[config.mk]
export PLATFORM = sky130hd
export DESIGN_NAME = result_uart_tx
export DESIGN_NICKNAME = d
export VERILOG_FILES = /design/src/rtl/proc_io_pkg.sv /design/src/rtl/sync_fifo.sv /design/src/rtl/result_uart_tx.sv
export SDC_FILE = /design/constraint.sdc
export NUM_CORES = 1
export LEC_CHECK = 0
export BUFFER_PORTS_ARGS = -buffer_cell sky130_fd_sc_hd__buf_4
export CAP_MARGIN = 20
export CORE_MARGIN = 8
export CORE_UTILIZATION = 60
export DETAILED_ROUTE_END_ITERATION = 7
export GPL_TIMING_DRIVEN = 0
export PLACE_DENSITY = 0.79
export SYNTH_ARGS = -nofsm -noshare
export SYNTH_HDL_FRONTEND = slang
export SYNTH_SLANG_ARGS = --single-unit
[constraint.sdc]
create_clock -name clk -period 2.9 [get_ports clk]
set_clock_uncertainty 0.05 [all_clocks]
set_input_delay 0 -clock clk [delete_from_list [all_inputs] [get_ports clk]]
set_output_delay 0 -clock clk [all_outputs]
set_load 0.1 [all_outputs]
[src/rtl/proc_io_pkg.sv]
// ---------------------------------------------------------------------------
// proc_io_pkg
//   Shared definitions for the processor result output stage.
//   - tx_state_e     : UART transmitter FSM states
//   - BYTES_PER_WORD : bytes serialised per 32-bit result word
//   - UART_DATA_BITS : data bits per UART character
//   Build option: RESULT_TX_PARITY_EN adds the PARITY state (8E1 frames).
// ---------------------------------------------------------------------------
package proc_io_pkg;

    localparam int BYTES_PER_WORD = 4;
    localparam int UART_DATA_BITS = 8;

    typedef enum logic [2:0] {
        IDLE   = 3'd0,
        START  = 3'd1,
        DATA   = 3'd2,
`ifdef RESULT_TX_PARITY_EN
        PARITY = 3'd3,
`endif
        STOP   = 3'd4
    } tx_state_e;

endpackage

[src/rtl/sync_fifo.sv]
// ---------------------------------------------------------------------------
// sync_fifo
//   Single-clock FIFO with registered occupancy count.
//   Parameters: WIDTH (data width), DEPTH (entries, power of two, >= 2).
//   Ports:
//     clk, rst_n      clock, asynchronous active-low reset
//     push, wdata     write request / data (ignored while full)
//     pop             read request (ignored while empty)
//     rdata           head-of-queue word (valid while !empty)
//     full, empty     decoded from the registered count
//     count           number of stored words
//   A push while full is refused even if a pop happens in the same cycle.
// ---------------------------------------------------------------------------
module sync_fifo #(
    parameter int WIDTH = 32,
    parameter int DEPTH = 4,
    localparam int PTR_W = $clog2(DEPTH),
    localparam int CNT_W = PTR_W + 1
) (
    input  logic             clk,
    input  logic             rst_n,
    input  logic             push,
    input  logic [WIDTH-1:0] wdata,
    input  logic             pop,
    output logic [WIDTH-1:0] rdata,
    output logic             full,
    output logic             empty,
    output logic [CNT_W-1:0] count
);

    logic [WIDTH-1:0] mem_q [DEPTH];
    logic [PTR_W-1:0] wr_ptr_q, wr_ptr_d;
    logic [PTR_W-1:0] rd_ptr_q, rd_ptr_d;
    logic [CNT_W-1:0] count_q, count_d;
    logic             push_ok;
    logic             pop_ok;

    assign full    = (count_q == CNT_W'(DEPTH));
    assign empty   = (count_q == '0);
    assign count   = count_q;
    assign rdata   = mem_q[rd_ptr_q];
    assign push_ok = push && !full;
    assign pop_ok  = pop && !empty;

    // Pointers are PTR_W bits wide, so they wrap modulo DEPTH on their own.
    always_comb begin
        wr_ptr_d = wr_ptr_q;
        rd_ptr_d = rd_ptr_q;
        count_d  = count_q;
        if (push_ok) begin
            wr_ptr_d = wr_ptr_q + PTR_W'(1);
        end
        if (pop_ok) begin
            rd_ptr_d = rd_ptr_q + PTR_W'(1);
        end
        case ({push_ok, pop_ok})
            2'b10:   count_d = count_q + CNT_W'(1);
            2'b01:   count_d = count_q - CNT_W'(1);
            default: count_d = count_q;
        endcase
    end

    always_ff @(posedge clk or negedge rst_n) begin
        if (!rst_n) begin
            wr_ptr_q <= '0;
            rd_ptr_q <= '0;
            count_q  <= '0;
        end else begin
            wr_ptr_q <= wr_ptr_d;
            rd_ptr_q <= rd_ptr_d;
            count_q  <= count_d;
        end
    end

    // Storage needs no reset: nothing is read until the count says so.
    always_ff @(posedge clk) begin
        if (push_ok) begin
            mem_q[wr_ptr_q] <= wdata;
        end
    end

endmodule

[src/rtl/result_uart_tx.sv]
// ---------------------------------------------------------------------------
// result_uart_tx
//   Buffers 32-bit processor results and sends each as four UART bytes,
//   most-significant byte first, 8N1 (8E1 with RESULT_TX_PARITY_EN).
//   Parameters: CLKS_PER_BIT (>= 2), FIFO_DEPTH (power of two, >= 2).
//   Ports:
//     clk        system clock
//     reset      asynchronous active-low reset
//     ans_in     result word
//     ans_valid  ans_in holds a word; accepted when ans_valid && ans_ready
//     ans_ready  FIFO not full
//     tx         serial line, idles high, driven from a flop
//     busy       FIFO non-empty or frame in progress
//     drop_cnt   cycles with ans_valid && !ans_ready, saturating at 255
//   Handshake: a word transfers on the rising edge where ans_valid and
//   ans_ready are both high; ans_ready depends only on registered state.
//   Build option: RESULT_TX_PARITY_EN inserts an even-parity bit.
// ---------------------------------------------------------------------------
module result_uart_tx
    import proc_io_pkg::*;
#(
    parameter int CLKS_PER_BIT = 16,
    parameter int FIFO_DEPTH   = 4
) (
    input  logic        clk,
    input  logic        reset,
    input  logic [31:0] ans_in,
    input  logic        ans_valid,
    output logic        ans_ready,
    output logic        tx,
    output logic        busy,
    output logic [7:0]  drop_cnt
);

    localparam int TMR_W = (CLKS_PER_BIT > 1) ? $clog2(CLKS_PER_BIT) : 1;
    localparam int CNT_W = $clog2(FIFO_DEPTH) + 1;

    tx_state_e        state_q, state_d;
    logic [TMR_W-1:0] bit_cnt_q, bit_cnt_d;
    logic [2:0]       bit_idx_q, bit_idx_d;
    logic [1:0]       byte_idx_q, byte_idx_d;
    logic [31:0]      shift_q, shift_d;
    logic             tx_q, tx_d;
    logic [7:0]       drop_q, drop_d;

    logic             fifo_pop;
    logic [31:0]      fifo_rdata;
    logic             fifo_full;
    logic             fifo_empty;
    logic [CNT_W-1:0] fifo_count;

    logic             bit_end;
    logic [7:0]       cur_byte;

    sync_fifo #(
        .WIDTH (32),
        .DEPTH (FIFO_DEPTH)
    ) u_fifo (
        .clk   (clk),
        .rst_n (reset),
        .push  (ans_valid),
        .wdata (ans_in),
        .pop   (fifo_pop),
        .rdata (fifo_rdata),
        .full  (fifo_full),
        .empty (fifo_empty),
        .count (fifo_count)
    );

    assign ans_ready = !fifo_full;
    assign tx        = tx_q;
    assign busy      = (fifo_count != '0) || (state_q != IDLE);
    assign drop_cnt  = drop_q;
    assign bit_end   = (bit_cnt_q == TMR_W'(CLKS_PER_BIT - 1));

    // The byte on the wire is always the top byte; the register shifts up
    // by one byte when moving to the next byte of the word.
    assign cur_byte  = shift_q[31:24];

    // tx_d is the level of the bit being entered, so tx_q changes on the
    // same edge as the state that owns that bit.
    always_comb begin
        state_d    = state_q;
        bit_cnt_d  = bit_end ? '0 : bit_cnt_q + TMR_W'(1);
        bit_idx_d  = bit_idx_q;
        byte_idx_d = byte_idx_q;
        shift_d    = shift_q;
        tx_d       = tx_q;
        fifo_pop   = 1'b0;

        case (state_q)
            IDLE: begin
                bit_cnt_d = '0;
                tx_d      = 1'b1;
                if (!fifo_empty) begin
                    fifo_pop   = 1'b1;
                    shift_d    = fifo_rdata;
                    byte_idx_d = 2'(BYTES_PER_WORD - 1);
                    state_d    = START;
                    tx_d       = 1'b0;
                end
            end

            START: begin
                if (bit_end) begin
                    state_d   = DATA;
                    bit_idx_d = '0;
                    tx_d      = cur_byte[0];
                end
            end

            DATA: begin
                if (bit_end) begin
                    if (bit_idx_q == 3'(UART_DATA_BITS - 1)) begin
`ifdef RESULT_TX_PARITY_EN
                        state_d = PARITY;
                        tx_d    = ^cur_byte;
`else
                        state_d = STOP;
                        tx_d    = 1'b1;
`endif
                    end else begin
                        bit_idx_d = bit_idx_q + 3'd1;
                        tx_d      = cur_byte[bit_idx_q + 3'd1];
                    end
                end
            end

`ifdef RESULT_TX_PARITY_EN
            PARITY: begin
                if (bit_end) begin
                    state_d = STOP;
                    tx_d    = 1'b1;
                end
            end
`endif

            STOP: begin
                if (bit_end) begin
                    if (byte_idx_q != 2'd0) begin
                        byte_idx_d = byte_idx_q - 2'd1;
                        shift_d    = {shift_q[23:0], 8'h00};
                        state_d    = START;
                        tx_d       = 1'b0;
                    end else if (!fifo_empty) begin
                        // Next word follows with no idle gap.
                        fifo_pop   = 1'b1;
                        shift_d    = fifo_rdata;
                        byte_idx_d = 2'(BYTES_PER_WORD - 1);
                        state_d    = START;
                        tx_d       = 1'b0;
                    end else begin
                        state_d = IDLE;
                        tx_d    = 1'b1;
                    end
                end
            end

            default: begin
                state_d   = IDLE;
                bit_cnt_d = '0;
                tx_d      = 1'b1;
            end
        endcase
    end

    // Counts refused cycles, not refused words.
    always_comb begin
        drop_d = drop_q;
        if (ans_valid && !ans_ready && (drop_q != 8'hFF)) begin
            drop_d = drop_q + 8'd1;
        end
    end

    always_ff @(posedge clk or negedge reset) begin
        if (!reset) begin
            state_q    <= IDLE;
            bit_cnt_q  <= '0;
            bit_idx_q  <= '0;
            byte_idx_q <= '0;
            shift_q    <= '0;
            tx_q       <= 1'b1;
            drop_q     <= '0;
        end else begin
            state_q    <= state_d;
            bit_cnt_q  <= bit_cnt_d;
            bit_idx_q  <= bit_idx_d;
            byte_idx_q <= byte_idx_d;
            shift_q    <= shift_d;
            tx_q       <= tx_d;
            drop_q     <= drop_d;
        end
    end

endmodule

==> results.sh, run 1 <==
export IMPL_tightestPinTransition_ns=0.917
export IMPL_async_flop_share_pct=31.9
export IMPL_via_per_inst=5.79
export IMPL_reg2reg_to="u_fifo.count[2]"
export IMPL_layout_drive_gt1_share_pct=23.9
export IMPL_grt_pass1_vias=4488
export IMPL_crit_path_start_kind="flop"
export IMPL_p_leak_nw=3.37
export IMPL_p_per_area_mw_per_mm2=741
export IMPL_crit_path_end="u_fifo.count[2]"
export IMPL_drt_pass1_iterations=4
export IMPL_numCtsBuffers=17
export IMPL_maxCapViolations=0
export IMPL_seq_power_share_pct=52.1
export IMPL_clock_path_buffers=2
export IMPL_ff2ff_setup_slack_ns=0.27
export IMPL_grt_setup_unrepaired="no"
export IMPL_die_x_um=128
export IMPL_p_total_mw=6.69
export IMPL_grtUsageTotal_pct=18.7
export IMPL_path_clk_slew_ns=0.07
export IMPL_wl_per_cell_um=19.4
export IMPL_syn_area_sq_mm=0.00756
export IMPL_ys_ff_latch=188
export IMPL_htree_levels=4
export IMPL_routabilityCongestion=0.832
export IMPL_holdCritPathClass="input pin to async pin"
export IMPL_slew_headroom_pct=38.9
export IMPL_antenna_found_initial=0
export IMPL_synth_most_common_cell="edfxtp_1"
export IMPL_p_comb_share_pct=14.5
export IMPL_synth_nets=501
export IMPL_synth_top_area_cell="edfxtp_1"
export IMPL_wirelength_um=14300
export IMPL_intPower_mw=4.93
export IMPL_finalCriticalPeriod_ns=2.63
export IMPL_synth_warnings=0
export IMPL_power_switching_mw=1.76
export IMPL_final_nets=598
export IMPL_synth_top_area_share_pct=50.9
export IMPL_clock_power_share_pct=33.4
export IMPL_io_pins=46
export IMPL_cts_tree="done"
export IMPL_swShare_pct=26.3
export IMPL_synth_edff_count=128
export IMPL_finalCritPeriodShare_pct=90.8
export IMPL_ir_worst_vdd_mv=0.546
export IMPL_grt_pass1_wl_um=23100
export IMPL_fp_coreArea_sq_mm=0.0125
export IMPL_die_y_um=128
export IMPL_overflow=0
export IMPL_synthTopCellsByArea="edfxtp_1 (51%), dfrtp_1 (20%), mux4_2 (10%)"
export IMPL_rows=41
export IMPL_cp_max_fo=9
export IMPL_cp_startpoint="bit_cnt_q[0]"
export IMPL_synthFlopType="edfxtp_1"
export IMPL_setup_tns_ns=0
export IMPL_grt_max_degree=61
export IMPL_first_iter_violations=264
export IMPL_n_antenna_cell=0
export IMPL_synth_distinct_cells=47
export IMPL_cts_setup_buffers=0
export IMPL_synth_area_per_cell_sq_um=16.6
export IMPL_worstRegToRegCells=10
export IMPL_crit_arrival_ns=2.89
export IMPL_hold_viol=0
export IMPL_cts_root_buffer="clkbuf_16"
export IMPL_hpwl_um=8640
export IMPL_timing_fmax_ghz=0.380
export IMPL_synth_common_cells="edfxtp_1 (128), dfrtp_1 (59), nor2_1 (48), mux4_2 (34), nor3_1 (29)"
export IMPL_netlist_instances=456
export IMPL_end_kind="flop"
export IMPL_worstPathRequired_ns=3.16
export IMPL_die_area_sq_mm=0.0164
export IMPL_start_util_pct=60.6
export IMPL_num_vias=4272
export IMPL_finalSetupViolCount=0
export IMPL_slew_viol_final=0
export IMPL_critPathKind="flop to flop"
export IMPL_portBuffers=45
export IMPL_syn_to_final_growth_pct=19.5
export IMPL_seq_area_frac_synth_pct=70.8
export IMPL_drc=0
export IMPL_regToRegStartpoint="bit_cnt_q[0]"
export IMPL_status="finished clean"
export IMPL_ant_nets=0
export IMPL_clk_latency_ns=0.43
export IMPL_cts_sinks=188
## sequential cells by signal (all words and copies together) (netlist names)
register         count
u_fifo.mem_q       128
shift_q             32
drop_cnt             8
bit_cnt_q            4
bit_idx_q            3
state_q              3
u_fifo.count         3
byte_idx_q           2
u_fifo.rd_ptr_q      2
u_fifo.wr_ptr_q      2
tx                   1
## through the flow
stage / hold WS (ns) / setup slack (ns) / cell area, sq um / cells / util (%)
floorplan: -0.346 / 0.317 / 7560 / 456 / -
global placement: 0.0569 / 0.211 / 8110 / 673 / 65.1
detailed placement: 0.0713 / 0.122 / 8120 / 673 / 65.1
CTS: 0.152 / 0.0597 / 9030 / 739 / 72.4
global route: 0.215 / 0.0894 / 9030 / 738 / 72.4
finish: 0.117 / 0.266 / 9030 / 738 / 72.4
## worst min path at each step
stage | start | endpoint | slack [ns] | cells past startpoint
after floorplan | reset | bit_cnt_q[0] | -0.35 | 0
after global placement | reset | shift_q[2] | 0.06 | 1
after detailed placement | reset | shift_q[2] | 0.07 | 1
after CTS | reset | shift_q[2] | 0.15 | 2
after global routing | reset | shift_q[2] | 0.21 | 2
final | reset | shift_q[2] | 0.12 | 2
## logic make-up (layout without fill, tap and decap cells)
group / count (synthesis) / in the layout / share of synthesized area, %
and+or+nand+nor: 114 / 114 / 7.17
muxes: 46 / 46 / 11.8
AOI/OAI and AO/OA: 51 / 51 / 4.49
adders and majority gates: 10 / 10 / 1.76
buffers and inverters: 31 / 141 / 2.20
xor gates and xnor gates: 16 / 16 / 1.85
DFF: 188 / 188 / 70.8
## power by group through the flow
| stage | logic [mW] | registers, mW | clock network, mW |
|---|---|---|---|
| after CTS | 0.990 | 3.49 | 2.25 |
| after detailed placement | 0.946 | 3.55 | 0 |
| after global placement | 0.915 | 3.53 | 0 |
| after global routing | 1.04 | 3.52 | 2.35 |
| after floorplan | 0.478 | 3.68 | 0 |
| final | 0.968 | 3.49 | 2.23 |
## cell type report
cell class | count | area, sq um
Sequential cell | 188 | 5350
Inverter | 9 | 33.8
Clock inverter | 10 | 86.3
Tap cell | 172 | 215
Fill cell | 794 | 3440
Multi-Input combinational cell | 237 | 2050
Buffer | 21 | 129
Clock buffer | 22 | 485
Timing Repair Buffer | 79 | 678
## what timing repair did
| item | in CTS | in global routing |
|---|---|---|
| setup endpoints to repair | 0 | 1 |
| hold endpoints to repair | 188 | 0 |
| hold buffers | 34 | 0 |
| resized for setup | 0 | 1 |
## worst max-delay path, cell delays in order, from the launching register on
cell and delay, ns:
dfrtp_1 0.40, ha_1 0.25, and3_2 0.26, a21oi_2 0.44, nor2_1 0.18, ha_1 0.27, inv_1 0.08, fa_1 0.20
xor2_1 0.17, nor2_1 0.07, xor2_1 0.14
## per-layer routing
metal / track usage [%] / vias to the layer above / share of wire [%]
met1: 22.3 / 2165 / 41
met5: 0 / - / 0
met4: 9.72 / 0 / 3.0
li1: - / 1948 / -
met3: 4.49 / 31 / 4.9
met2: 31.0 / 128 / 51
## cell usage in the layout (no fill, tap or decap), types with 2 or more instances in the layout
cell           count
a21o_1             2
a21oi_1           10
and3_2             5
buf_2              4
buf_4             47
buf_6              5
clkbuf_1          12
clkbuf_16         18
clkbuf_8           2
clkinv_2           4
clkinvlp_4         2
dfrtp_1           59
dlygate4sd3_1     34
edfxtp_1         128
ha_1               9
inv_1              8
inv_4              2
mux2_2             2
mux2i_1            9
mux4_2            34
nand2_1            9
nand3_1            6
nand4_1            2
nor2_1            48
nor2b_1            2
nor3_1            29
nor3b_1            3
o21ai_1            5
o22ai_1           24
or3_1              2
xnor2_1            5
xor2_1            11
Power figures use the tool's default switching activity.
==> inputs of run 2 (changes only) <==
--- a/config.mk
+++ b/config.mk
@@ -7,11 +7,13 @@
 export LEC_CHECK = 0
 export BUFFER_PORTS_ARGS = -buffer_cell sky130_fd_sc_hd__buf_4
 export CAP_MARGIN = 20
+export CELL_PAD_IN_SITES_DETAIL_PLACEMENT = 1
+export CELL_PAD_IN_SITES_GLOBAL_PLACEMENT = 2
 export CORE_MARGIN = 8
-export CORE_UTILIZATION = 60
+export CORE_UTILIZATION = 45
 export DETAILED_ROUTE_END_ITERATION = 7
 export GPL_TIMING_DRIVEN = 0
-export PLACE_DENSITY = 0.79
+export PLACE_DENSITY_LB_ADDON = 0.1
 export SYNTH_ARGS = -nofsm -noshare
 export SYNTH_HDL_FRONTEND = slang
 export SYNTH_SLANG_ARGS = --single-unit
==> results.sh, run 2 (synthesized netlist as in run 1, its figures left out) <==
export IMPL_maxCapViolations=0
export IMPL_grt_setup_unrepaired="no"
export IMPL_finalCritPeriodShare_pct=91.1
export IMPL_place_ws_ns=0.0175
export IMPL_die_x_um=146
export IMPL_grt_pass1_vias=4728
export IMPL_ff2ff_setup_slack_ns=0.26
export IMPL_io_pins=46
export IMPL_num_vias=4229
export IMPL_cts_tree="done"
export IMPL_slew_viol_final=0
export IMPL_cp_max_fo=9
export IMPL_holdCritPathClass="input pin to async pin"
export IMPL_finalSetupViolCount=0
export IMPL_hpwl_um=10700
export IMPL_rows=47
export IMPL_slew_headroom_pct=47.5
export IMPL_cts_setup_buffers=0
export IMPL_crit_arrival_ns=2.89
export IMPL_portBuffers=45
export IMPL_finalCoreUtilization_pct=55.6
export IMPL_clk_latency_ns=0.43
export IMPL_htree_levels=4
export IMPL_top_register="u_fifo.mem_q"
export IMPL_p_leak_nw=3.40
export IMPL_fp_coreArea_sq_mm=0.0165
export IMPL_numCtsBuffers=17
export IMPL_tightestPinTransition_ns=0.788
export IMPL_wirelength_um=15800
export IMPL_cts_sinks=188
export IMPL_wl_per_cell_um=20.0
export IMPL_layout_drive_gt1_share_pct=24.6
export IMPL_p_per_area_mw_per_mm2=746
export IMPL_ir_worst_vdd_mv=0.485
export IMPL_clock_path_buffers=2
export IMPL_final_common_cell="edfxtp_1"
export IMPL_ant_nets=0
export IMPL_path_clk_slew_ns=0.07
export IMPL_setup_tns_ns=0
export IMPL_first_iter_violations=205
export IMPL_grt_max_degree=61
export IMPL_grt_pass1_wl_um=26200
export IMPL_final_nets=602
export IMPL_final_cell_mix="edfxtp_1 (128), dfrtp_1 (59), nor2_1 (48)"
export IMPL_fillers=1537
export IMPL_hold_viol=0
export IMPL_drt_pass1_iterations=4
export IMPL_timing_fmax_ghz=0.379
export IMPL_drc=0
export IMPL_setup_ws_ns=0.260
export IMPL_end_kind="flop"
export IMPL_p_total_mw=6.85
export IMPL_largest_register_ffs=128
export IMPL_finalCriticalPeriod_ns=2.64
export IMPL_status="finished clean"
export IMPL_grtUsageTotal_pct=15.9
export IMPL_n_antenna_cell=0
export IMPL_worstPathRequired_ns=3.15
export IMPL_crit_path_start_kind="flop"
export IMPL_cts_root_buffer="clkbuf_16"
export IMPL_antenna_found_initial=0
export IMPL_die_area_sq_mm=0.0212
export IMPL_via_per_inst=5.35
export IMPL_critPathKind="flop to flop"
export IMPL_die_y_um=146
export IMPL_routabilityCongestion=0.749
export IMPL_syn_to_final_growth_pct=21.5
export IMPL_start_util_pct=45.7
export IMPL_overflow=0
## run 2: cell types whose count changed in the layout (fill, tap and decap cells not counted)
cell,previous run,this run
inv_4,2,0
clkbuf_8,2,0
inv_8,0,1
clkinv_2,4,2
bufinv_16,1,2
clkinv_4,0,1
inv_6,1,6
clkbuf_16,18,17
clkbuf_1,12,11
buf_12,0,4
## run 2: what timing repair did
| action | CTS | global route |
|---|---|---|
| hold buffers | 34 | 0 |
| setup endpoints to repair | 1 | 1 |
| gates resized for setup | 0 | 1 |
| hold endpoints to repair | 189 | 0 |
## run 2: power by group
group	switching, mW	internal, mW	leakage, nW
clock network	1.02	1.29	0.284
registers	0.146	3.33	1.89
logic	0.692	0.370	1.23
total	1.86	4.99	3.40
## run 2: final cells by class
type	count	area, sq um	share of cell area (%)
multi-input cells	237	2050	22.4
plain buffers	21	129	1.40
clock inverters	14	158	1.72
flip-flops and latches	188	5350	58.2
repair buffers	83	758	8.26
well taps	220	275	3.00
inverters	9	33.8	0.368
clock buffers	18	429	4.67
## run 2: routing by layer
layer  GRT usage (%)  wire [um]
met4            4.84        154
met5               0          0
met1            20.6       7360
met3            3.14        403
met2            26.4       7860
## run 2: worst max-delay path, stage by stage (launching register included)
cell and delay, ns:
dfrtp_1 0.41, ha_1 0.25, and3_2 0.26, a21oi_2 0.45
nor2_1 0.18, ha_1 0.27, inv_1 0.08, fa_1 0.18
xor2_1 0.17, nor2_1 0.07, xor2_1 0.14
## run 2: final timing paths
check                                   from  cells after the start             endpoint
min in group clk                  ans_in[23]                      2  u_fifo.mem_q[0][23]
worst max register to register  bit_cnt_q[0]                     10      u_fifo.count[2]
worst max-delay path            bit_cnt_q[0]                     10      u_fifo.count[2]
worst min-delay path                   reset                      2           shift_q[4]
worst min register to register  bit_cnt_q[0]                      1         bit_cnt_q[0]
max in group asynchronous              reset                      2          shift_q[12]
## run 2: stage by stage
stage               area (sq um)  cells  hold slack, ns
floorplan                   7560    456          -0.346
global placement            8170    721          0.0904
detailed placement          8260    725          0.0968
CTS                         9180    790           0.172
global route                9180    790           0.214
finish                      9180    790           0.138
